`src/rtl/acq_pkg.sv`:
```
// acq_pkg: shared types and defaults for the acquisition capture path.
//   acq_state_t  - capture controller state encoding
//   ACQ_DATA_W   - default ADC sample width
//   ACQ_ADDR_W   - default capture RAM address width
package acq_pkg;

  localparam int ACQ_DATA_W = 8;
  localparam int ACQ_ADDR_W = 10;

  typedef enum logic [2:0] {
    ST_IDLE      = 3'd0,
    ST_PRE_FILL  = 3'd1,
    ST_WAIT_TRIG = 3'd2,
    ST_POST      = 3'd3,
    ST_DONE      = 3'd4
  } acq_state_t;

endpackage

```
`src/rtl/acq_capture_ctrl_trig_detect.sv`:
```
// trig_detect: combinational level-crossing comparator.
//   last_sample - previous sample (unsigned)
//   sample      - current sample (unsigned)
//   level       - trigger threshold (unsigned)
//   slope       - 1 = rising crossing, 0 = falling crossing
//   hit         - crossing detected on this sample pair
module trig_detect #(
  parameter int DATA_W = 8
) (
  input  logic [DATA_W-1:0] last_sample,
  input  logic [DATA_W-1:0] sample,
  input  logic [DATA_W-1:0] level,
  input  logic              slope,
  output logic              hit
);

  always_comb begin
    hit = 1'b0;
    if (slope) begin
      hit = (last_sample < level) && (sample >= level);
    end else begin
      hit = (last_sample > level) && (sample <= level);
    end
  end

endmodule

```
`src/rtl/acq_capture_ctrl.sv`:
```
// acq_capture_ctrl: trigger-and-capture controller writing a circular capture RAM.
//   clk, reset_n      - rising-edge clock, synchronous active-low reset
//   sample            - ADC sample (updates on falling edge, sampled on rising edge)
//   arm               - start a capture (accepted only in IDLE or DONE)
//   force_trig        - trigger on the current sample regardless of level
//   trig_level/slope  - crossing threshold and direction (latched on arm)
//   pretrig_len       - samples kept before the trigger (latched on arm)
//   wr_en/addr/data   - registered RAM write port
//   busy, done        - capture in progress / buffer complete
//   trig_addr         - RAM address holding the trigger sample
//   dbg_state         - current FSM state
//
// Handshake: arm is a level sampled on a rising edge only while not busy;
// done is a level held until the next accepted arm or reset. wr_en is a
// one-cycle-per-write strobe with no back-pressure.
module acq_capture_ctrl
  import acq_pkg::*;
#(
  parameter int DATA_W = ACQ_DATA_W,
  parameter int ADDR_W = ACQ_ADDR_W
) (
  input  logic              clk,
  input  logic              reset_n,
  input  logic [DATA_W-1:0] sample,
  input  logic              arm,
  input  logic              force_trig,
  input  logic [DATA_W-1:0] trig_level,
  input  logic              trig_slope,
  input  logic [ADDR_W-1:0] pretrig_len,
  output logic              wr_en,
  output logic [ADDR_W-1:0] wr_addr,
  output logic [DATA_W-1:0] wr_data,
  output logic              busy,
  output logic              done,
  output logic [ADDR_W-1:0] trig_addr,
  output acq_state_t        dbg_state
);

  localparam logic [ADDR_W-1:0] LAST_ADDR = {ADDR_W{1'b1}};
  localparam logic [ADDR_W-1:0] ONE       = {{(ADDR_W-1){1'b0}}, 1'b1};

  acq_state_t        state;
  logic [ADDR_W-1:0] ptr;
  logic [ADDR_W-1:0] cnt;
  logic [ADDR_W-1:0] pre_len_q;
  logic [DATA_W-1:0] level_q;
  logic              slope_q;
  logic [DATA_W-1:0] last_sample;
  logic              hw_hit;
  logic              fire;
  logic              capturing;
  logic [ADDR_W-1:0] post_len;

  trig_detect #(.DATA_W(DATA_W)) u_trig (
    .last_sample (last_sample),
    .sample      (sample),
    .level       (level_q),
    .slope       (slope_q),
    .hit         (hw_hit)
  );

  // A forced and a hardware trigger in the same cycle merge into one event.
  assign fire      = hw_hit | force_trig;
  assign capturing = (state == ST_PRE_FILL) || (state == ST_WAIT_TRIG) || (state == ST_POST);
  // Writes after the trigger sample: DEPTH - pretrig_len - 1 = (DEPTH-1) - pretrig_len.
  assign post_len  = LAST_ADDR - pre_len_q;
  assign dbg_state = state;

  always_ff @(posedge clk) begin
    if (!reset_n) begin
      state       <= ST_IDLE;
      ptr         <= '0;
      cnt         <= '0;
      pre_len_q   <= '0;
      level_q     <= '0;
      slope_q     <= 1'b0;
      last_sample <= '0;
      wr_en       <= 1'b0;
      wr_addr     <= '0;
      wr_data     <= '0;
      busy        <= 1'b0;
      done        <= 1'b0;
      trig_addr   <= '0;
    end else begin
      wr_en <= 1'b0;

      if (capturing) begin
        wr_en       <= 1'b1;
        wr_addr     <= ptr;
        wr_data     <= sample;
        ptr         <= ptr + ONE;  // natural wrap DEPTH-1 -> 0
        last_sample <= sample;
      end

      case (state)
        ST_IDLE, ST_DONE: begin
          // DONE is entered on the final write edge with busy still high, so
          // done/busy flip one cycle after the last wr_en cycle.
          busy <= 1'b0;
          if (state == ST_DONE) done <= 1'b1;
          if (arm) begin
            ptr         <= '0;
            cnt         <= '0;
            last_sample <= sample;
            done        <= 1'b0;
            busy        <= 1'b1;
            pre_len_q   <= pretrig_len;
            level_q     <= trig_level;
            slope_q     <= trig_slope;
            state       <= (pretrig_len == '0) ? ST_WAIT_TRIG : ST_PRE_FILL;
          end
        end

        ST_PRE_FILL: begin
          if (cnt == pre_len_q - ONE) begin
            cnt   <= '0;
            state <= ST_WAIT_TRIG;
          end else begin
            cnt <= cnt + ONE;
          end
        end

        ST_WAIT_TRIG: begin
          if (fire) begin
            trig_addr <= ptr;
            if (post_len == '0) begin
              state <= ST_DONE;
            end else begin
              cnt   <= post_len;
              state <= ST_POST;
            end
          end
        end

        ST_POST: begin
          if (cnt == ONE) begin
            cnt   <= '0;
            state <= ST_DONE;
          end else begin
            cnt <= cnt - ONE;
          end
        end

        default: begin
          state <= ST_IDLE;
        end
      endcase
    end
  end

endmodule

```
`config.mk`:
```
export PLATFORM = sky130hd
export DESIGN_NAME = acq_capture_ctrl
export DESIGN_NICKNAME = d
export VERILOG_FILES = /design/src/rtl/acq_pkg.sv /design/src/rtl/acq_capture_ctrl_trig_detect.sv /design/src/rtl/acq_capture_ctrl.sv
export SDC_FILE = /design/constraint.sdc
export NUM_CORES = 1
export LEC_CHECK = 0
export CAP_MARGIN = 20
export CORE_MARGIN = 8
export CORE_UTILIZATION = 59
export CTS_CLUSTER_SIZE = 24
export DETAILED_ROUTE_END_ITERATION = 7
export PLACE_DENSITY = 0.86
export RECOVER_POWER = 50
export SYNTH_ARGS = -nofsm -noshare
export SYNTH_HDL_FRONTEND = slang
export SYNTH_SLANG_ARGS = --single-unit
```
`constraint.sdc`:
```
create_clock -name clk -period 7 [get_ports clk]
set_input_delay 1.05 -clock clk [delete_from_list [all_inputs] [get_ports clk]]
set_output_delay 1.05 -clock clk [all_outputs]
set_load 0.03 [all_outputs]
```
== Word level (Yosys, flattened, before mapping) ==
Index checks and enable logic that the tools add are counted.
Word-level totals
  bits in registers: 81
  bits of input ports: 31
  output and inout port bits: 34
  logic and storage cells: 73
Operators by class
  add/subtract/negate cells: 5
  $lt $le $gt $ge: 4
  eq/ne operators: 11
  multiplexer cells: 24
  bitwise operators: 1
  reduce and logical (&&, ||, !) cells: 15
Operators with widths (number)
  10-bit 2-to-1 mux: 8
  10-bit one-hot mux with 4 select lines: 1
  8-bit 2-to-1 mux: 3
  10-bit by 1-bit adder with 10-bit output (second input constant): 2
  10-bit zero test: 2
  10-bit by 1-bit subtractor with 10-bit output (second input constant): 2
  3-bit 2-to-1 mux: 5
  3-bit one-hot mux with 4 select lines: 1
  10-bit by 1-bit == test with 1-bit output (second input constant): 1
  10-bit == test: 1
  10-bit subtractor (first input constant): 1
  8-bit greater-or-equal comparator: 1
  8-bit greater-than comparator: 1
  8-bit <= comparator: 1
  8-bit < comparator: 1
  4-bit AND reduction: 2
  3-bit by 2-bit == test with 1-bit output (second input constant): 2
  2-bit != test (second input constant): 3
  2-bit AND reduction: 3
  1-bit 2-to-1 mux: 5
  2-bit by 1-bit != test with 1-bit output (second input constant): 2
  4-bit nonzero test: 1
  3-bit by 1-bit == test with 1-bit output (second input constant): 1
  3-bit == test (second input constant): 1
  7 further kinds: 9

== Depth between registers and ports, before layout ==
  depth after elaboration: 6
  mapped depth: 11
  mapped depth without buffers: 9

== Hierarchy ==
Synthesis repeated with hierarchy kept, for this count alone.
Unflattened totals
  cell total of the unflattened synthesis: 551
  area, all modules: 4352.9 um^2
By module, submodules not included
  acq_capture_ctrl: times used 1, cells each 497, area each 3953.8 um^2, sequential area each 1621.6 um^2
  trig_detect: times used 1, cells each 54, area each 399.1 um^2, sequential area each 0.0 um^2

== Least setup slack after synthesis ==
Ideal clock, no wire load.
  kind: input-to-reg
  from: input port sample[5]
  to: register cnt[3]
  library setup time: 0.135 ns
  arrival time: 2.832 ns
  data required time: 6.865 ns
  path slack: 4.033 ns
  cell stages on the path: 9
  path buffers: 1
  cells stage by stage: ha_1 a21oi_1 nor2_1 a211oi_1 a211oi_1 a311o_1 buf_2 o21ai_0 o32ai_1
Between the ends
  longest elaborated chain between the ends: 6
  elaborated cells between the ends (all ways): 8
  classes of those cells: 2 x order compare; 1 x eq/ne; 1 x mux; 1 x bitwise; 3 x reduce/logical
Ends and longest elaborated chain
  start, declared: line acq_capture_ctrl.sv:24  | input logic [DATA_W-1:0] sample,
  8-bit <= comparator / 8-bit greater-or-equal comparator (equally long branches): line acq_capture_ctrl_trig_detect.sv:22, acq_capture_ctrl_trig_detect.sv:20
  1-bit logical AND, on equally long branches: line acq_capture_ctrl_trig_detect.sv:22, acq_capture_ctrl_trig_detect.sv:20
  1-bit 2-to-1 mux *: line acq_capture_ctrl_trig_detect.sv:19  | if (slope) begin
  1-bit bitwise OR *: line acq_capture_ctrl.sv:63  | assign fire = hw_hit | force_trig;
  2-bit != test (no source line) *
  4-bit AND reduction (no source line) *
  end signal, assigned: line acq_capture_ctrl.sv:119  | cnt <= cnt + ONE;
  end signal, assigned: line acq_capture_ctrl.sv:129  | cnt <= post_len;
  end signal, assigned: line acq_capture_ctrl.sv:140  | cnt <= cnt - ONE;
  end, declared: line acq_capture_ctrl.sv:44  | logic [ADDR_W-1:0] cnt;
Every way passes the cells marked *; elsewhere a longest branch is shown, timed or not.
A chain may end at the register's enable or synchronous reset.

== Worst setup path after layout ==
  from: input port reset_n
  to: register cnt[4]
RTL lines
  start, declared: line acq_capture_ctrl.sv:23  | input logic reset_n,
No word-level cell between the ends.

==> summary.md <==
| Metric | Value |
|---|---|
| Outcome | `finished with violations` |
| Violated checks | `max-capacitance violations, max-slew violations` |
| H-tree lvl count | `3` |
| Syn avg cell area | `a little under 8 um^2` |
| Power Density | `between 300 and 400 mW/mm^2` |
| Setup Fix Bufs, Post-CTS | `0` |
| HP Start | `wr_data[2]` |
| Final setup vio count | `0` |
| Critical Path RT | `7.14 ns` |
| Synth Register Bits | `81` |
| Hold Buf Count CTS | `0` |
| Most numerous cell in the Yosys netlist | `nand2_1` |
| First DRT Iteration DRCs | `334` |
| WL per Instance | `around 16 um` |
| Starting Density | `between 60% and 70%` |
| Register area share after synthesis | `between 30% and 40%` |
| Slowest stage delay, CP | `around 1.9 ns` |
| Mapped Nets | `roughly 630` |
| Clock latency at the later pin of the worst-skew pair | `roughly 0.36 ns` |
| Clock Sinks | `between 80 and 90` |
| M3 GR Usage | `6.01%` |
| RSZ-0062 raised after global routing | `no` |
| Synth area leaders | `dfxtp_1, nand2_1, a21oi_1` |
| First-pass GRT wire length | `approximately 19 mm` |
| Cells after Synth | `between 500 and 600` |
| Clk root buf | `clkbuf_8` |
| Distinct cells, synth | `60` |
| Final period utilization | `just under 60%` |
| Fin. max-slew vios | `60` |
| CTS max path bufs | `2` |
| CTS Buf Count | `9` |
| Hold Fails Final Rpt | `0` |
| Reg2Reg Capture Point | `cnt[4]` |
| Flop2flop setup slack | `roughly 3.7 ns` |
| Largest fanout on the critical path | `between 50 and 60` |
| Reg power frac | `around 32%` |
| Area leader, netlist | `dfxtp_1` |
| Floorplan row count | `31` |
| Switching Share | `45.3%` |
| CP Data Arrival Time | `4.28 ns` |
| Fillcell total | `between 500 and 600` |
| Aggregate global routing overflow | `0` |
| Max-cap viol count | `1` |
| Total Die Area | `~0.011 mm^2` |
| Internal power | `roughly 1.1 mW` |
| Most instantiated cells after synthesis | `nand2_1, dfxtp_1, a21oi_1` |
| # IOs | `65` |
| Final Critical Period | `4.14 ns` |
| GRT Util Overall | `23.1%` |
| Die height | `103 um` |
| PortBufs | `64` |
| Crit Path Category | `in -> reg` |
| CP cell instances | `dlygate4sd3_1 > clkinv_1 > clkbuf_1 > o32ai_1` |
| Vias in the first global route | `roughly 4200` |
| Vias | `between 4000 and 5000` |
| Gate power share | `roughly 49%` |
| Post-synth EDFFs | `0` |
| Ys flop type | `dfxtp_1` |
| Layout cells sized above 1 | `approximately 5.5%` |
| Gp weighted congestion | `between 0.9 and 1` |
| Syn Std Cell Area | `0.00442 mm^2` |
| Asr flop ratio synth | `0%` |
| CTS tree | `yes` |
| Worst-path clk slew | `approximately 0.090 ns` |
| Worst-Margin Slew | `roughly 2.6 ns` |
| Core Area | `between 0.007 and 0.008 mm^2` |
| Dpl cells | `~700` |
| Area fraction of the dominant cell type after synthesis | `36.7%` |
| Hold EP | `wr_data[2]` |
| Die Span X | `between 100 and 150 um` |
| Worst hold slack | `around 0.45 ns` |
| Worst min path class | `reg -> reg` |
| CP Capture Type | `register` |
| Worst slew margin | `-74.1%` |
| Total power | `around 2.1 mW` |
| DP Wirelength | `8.20 mm` |
| DRC violations left | `0` |
| Final Net Count | `between 600 and 700` |
| Synthesis Warnings | `0` |
| Pre-antenna DRT Iters | `5` |
| Initial antenna violation count | `1` |
| M2 GR Usage | `between 30% and 40%` |
| Fin cells | `between 700 and 800` |
| Worst vdd ir | `roughly 0.26 mV` |
| Clk pwr share | `a little under a fifth` |
| N_diodes | `0` |
| CP max-delay cell | `clkbuf_1` |
| Layout Skew | `0.0110 ns` |
| Largest net degree at the start of global routing | `60` |
| R2R depth | `9` |
| DR vias/cell | `~6.0` |
| Met1 Track Usage GR | `between 20 and 30%` |
| Placed Area | `0.00504 mm^2` |
| Setup TNS | `0 ns` |
| WL final | `11.7 mm` |
| P_leak | `~2.0 nW` |
| GRT Max-Usage Layer | `met2` |
| NetSw | `about 0.95 mW` |
| Critical Path Source Type | `input port` |
| Hold path cells | `2` |
| Area Overhead vs Synth | `19.4%` |
| Post-route ant nets | `0` |
| Fin area | `roughly 0.0053 mm^2` |
| Post_cts resized | `0` |
| Fmax | `0.241 GHz` |
| FF-to-FF Start | `level_q[6]` |
## sequential cells by signal, indices dropped and copies added, names as in the netlist, 3 cells and up
| register | count |
|---|---|
| level_q | 8 |
| ptr | 10 |
| wr_addr | 10 |
| wr_data | 8 |
| pre_len_q | 10 |
| cnt | 10 |
| dbg_state | 3 |
| trig_addr | 10 |
| last_sample | 8 |
## cell type report
| cell class | count | area (um^2) | share of cell area (%) |
|---|---|---|---|
| multi-input combinational | 431 | 2560 | 48.6 |
| sequential | 81 | 1620 | 30.7 |
| timing repair buffer | 68 | 667 | 12.6 |
| clock buffer | 9 | 124 | 2.35 |
| tap | 99 | 124 | 2.35 |
| clock inverter | 7 | 106 | 2.01 |
| inverter | 19 | 71.3 | 1.35 |
## through the flow
stage	utilization (%)	worst slack, ns
floorplan	-	4.03
global placement	69.6	2.90
detailed placement	69.6	2.81
CTS	72.7	3.18
global route	72.8	2.59
finish	72.8	2.86
## routing by layer
metal	vias to the layer above	wire, um
met4	2	176
met3	26	730
met2	160	5830
met1	2006	5000
met5	-	11
li1	2100	-
## kinds of logic (layout without fill, tap and decap cells)
logic type / after synthesis / count (layout) / share of synthesized area (%)
buffers and inverters: 61 / 103 / 5.41
AO/OA/AOI/OAI: 151 / 151 / 22.1
AND/OR/NAND/NOR: 233 / 233 / 24.6
XOR/XNOR: 25 / 25 / 4.95
adder cells (fa/ha/maj): 22 / 22 / 6.23
flip-flops: 81 / 81 / 36.7
## worst max-delay path by stage
stage	slack, ns	endpoint	cells past startpoint	start
detailed placement	2.81	cnt[0]	9	sample[5]
CTS	3.18	cnt[0]	9	sample[5]
finish	2.86	cnt[4]	4	reset_n
global route	2.59	cnt[4]	4	reset_n
global placement	2.90	cnt[0]	9	sample[5]
floorplan	4.03	cnt[3]	9	sample[5]
## critical path, delay by kind of cell
family	cells	cell delay (ns)
AOI/OAI and AO/OA	1	0.32
buffers and inverters	3	2.91
## placed cells by master (no fill, tap or decap), drive strengths merged, types with 4 or more instances in the layout
| cell type | n |
|---|---|
| clkdlybuf4s50 | 28 |
| clkbuf | 10 |
| o21ai | 16 |
| nor2b | 4 |
| xor2 | 14 |
| o22ai | 7 |
| o32ai | 6 |
| nor2 | 37 |
| o211ai | 9 |
| a21oi | 74 |
| a221oi | 5 |
| inv | 22 |
| dfxtp | 81 |
| nand3 | 23 |
| xnor2 | 11 |
| nand4 | 11 |
| ha | 22 |
| nor4 | 7 |
| dlygate4sd3 | 36 |
| nand2 | 118 |
| a211oi | 6 |
| nand2b | 5 |
| or2 | 4 |
| nor3 | 5 |
## power groups by stage
stage	logic, mW	registers [mW]	clock network (mW)
6_report	1.02	0.676	0.397
5_1_grt	1.12	0.690	0.423
4_1_cts	1.02	0.674	0.402
3_5_place_dp	1.01	0.684	0
3_3_place_gp	0.994	0.679	0
2_1_floorplan	0.765	0.673	0
No activity file was read; power rests on OpenSTA's default activity.
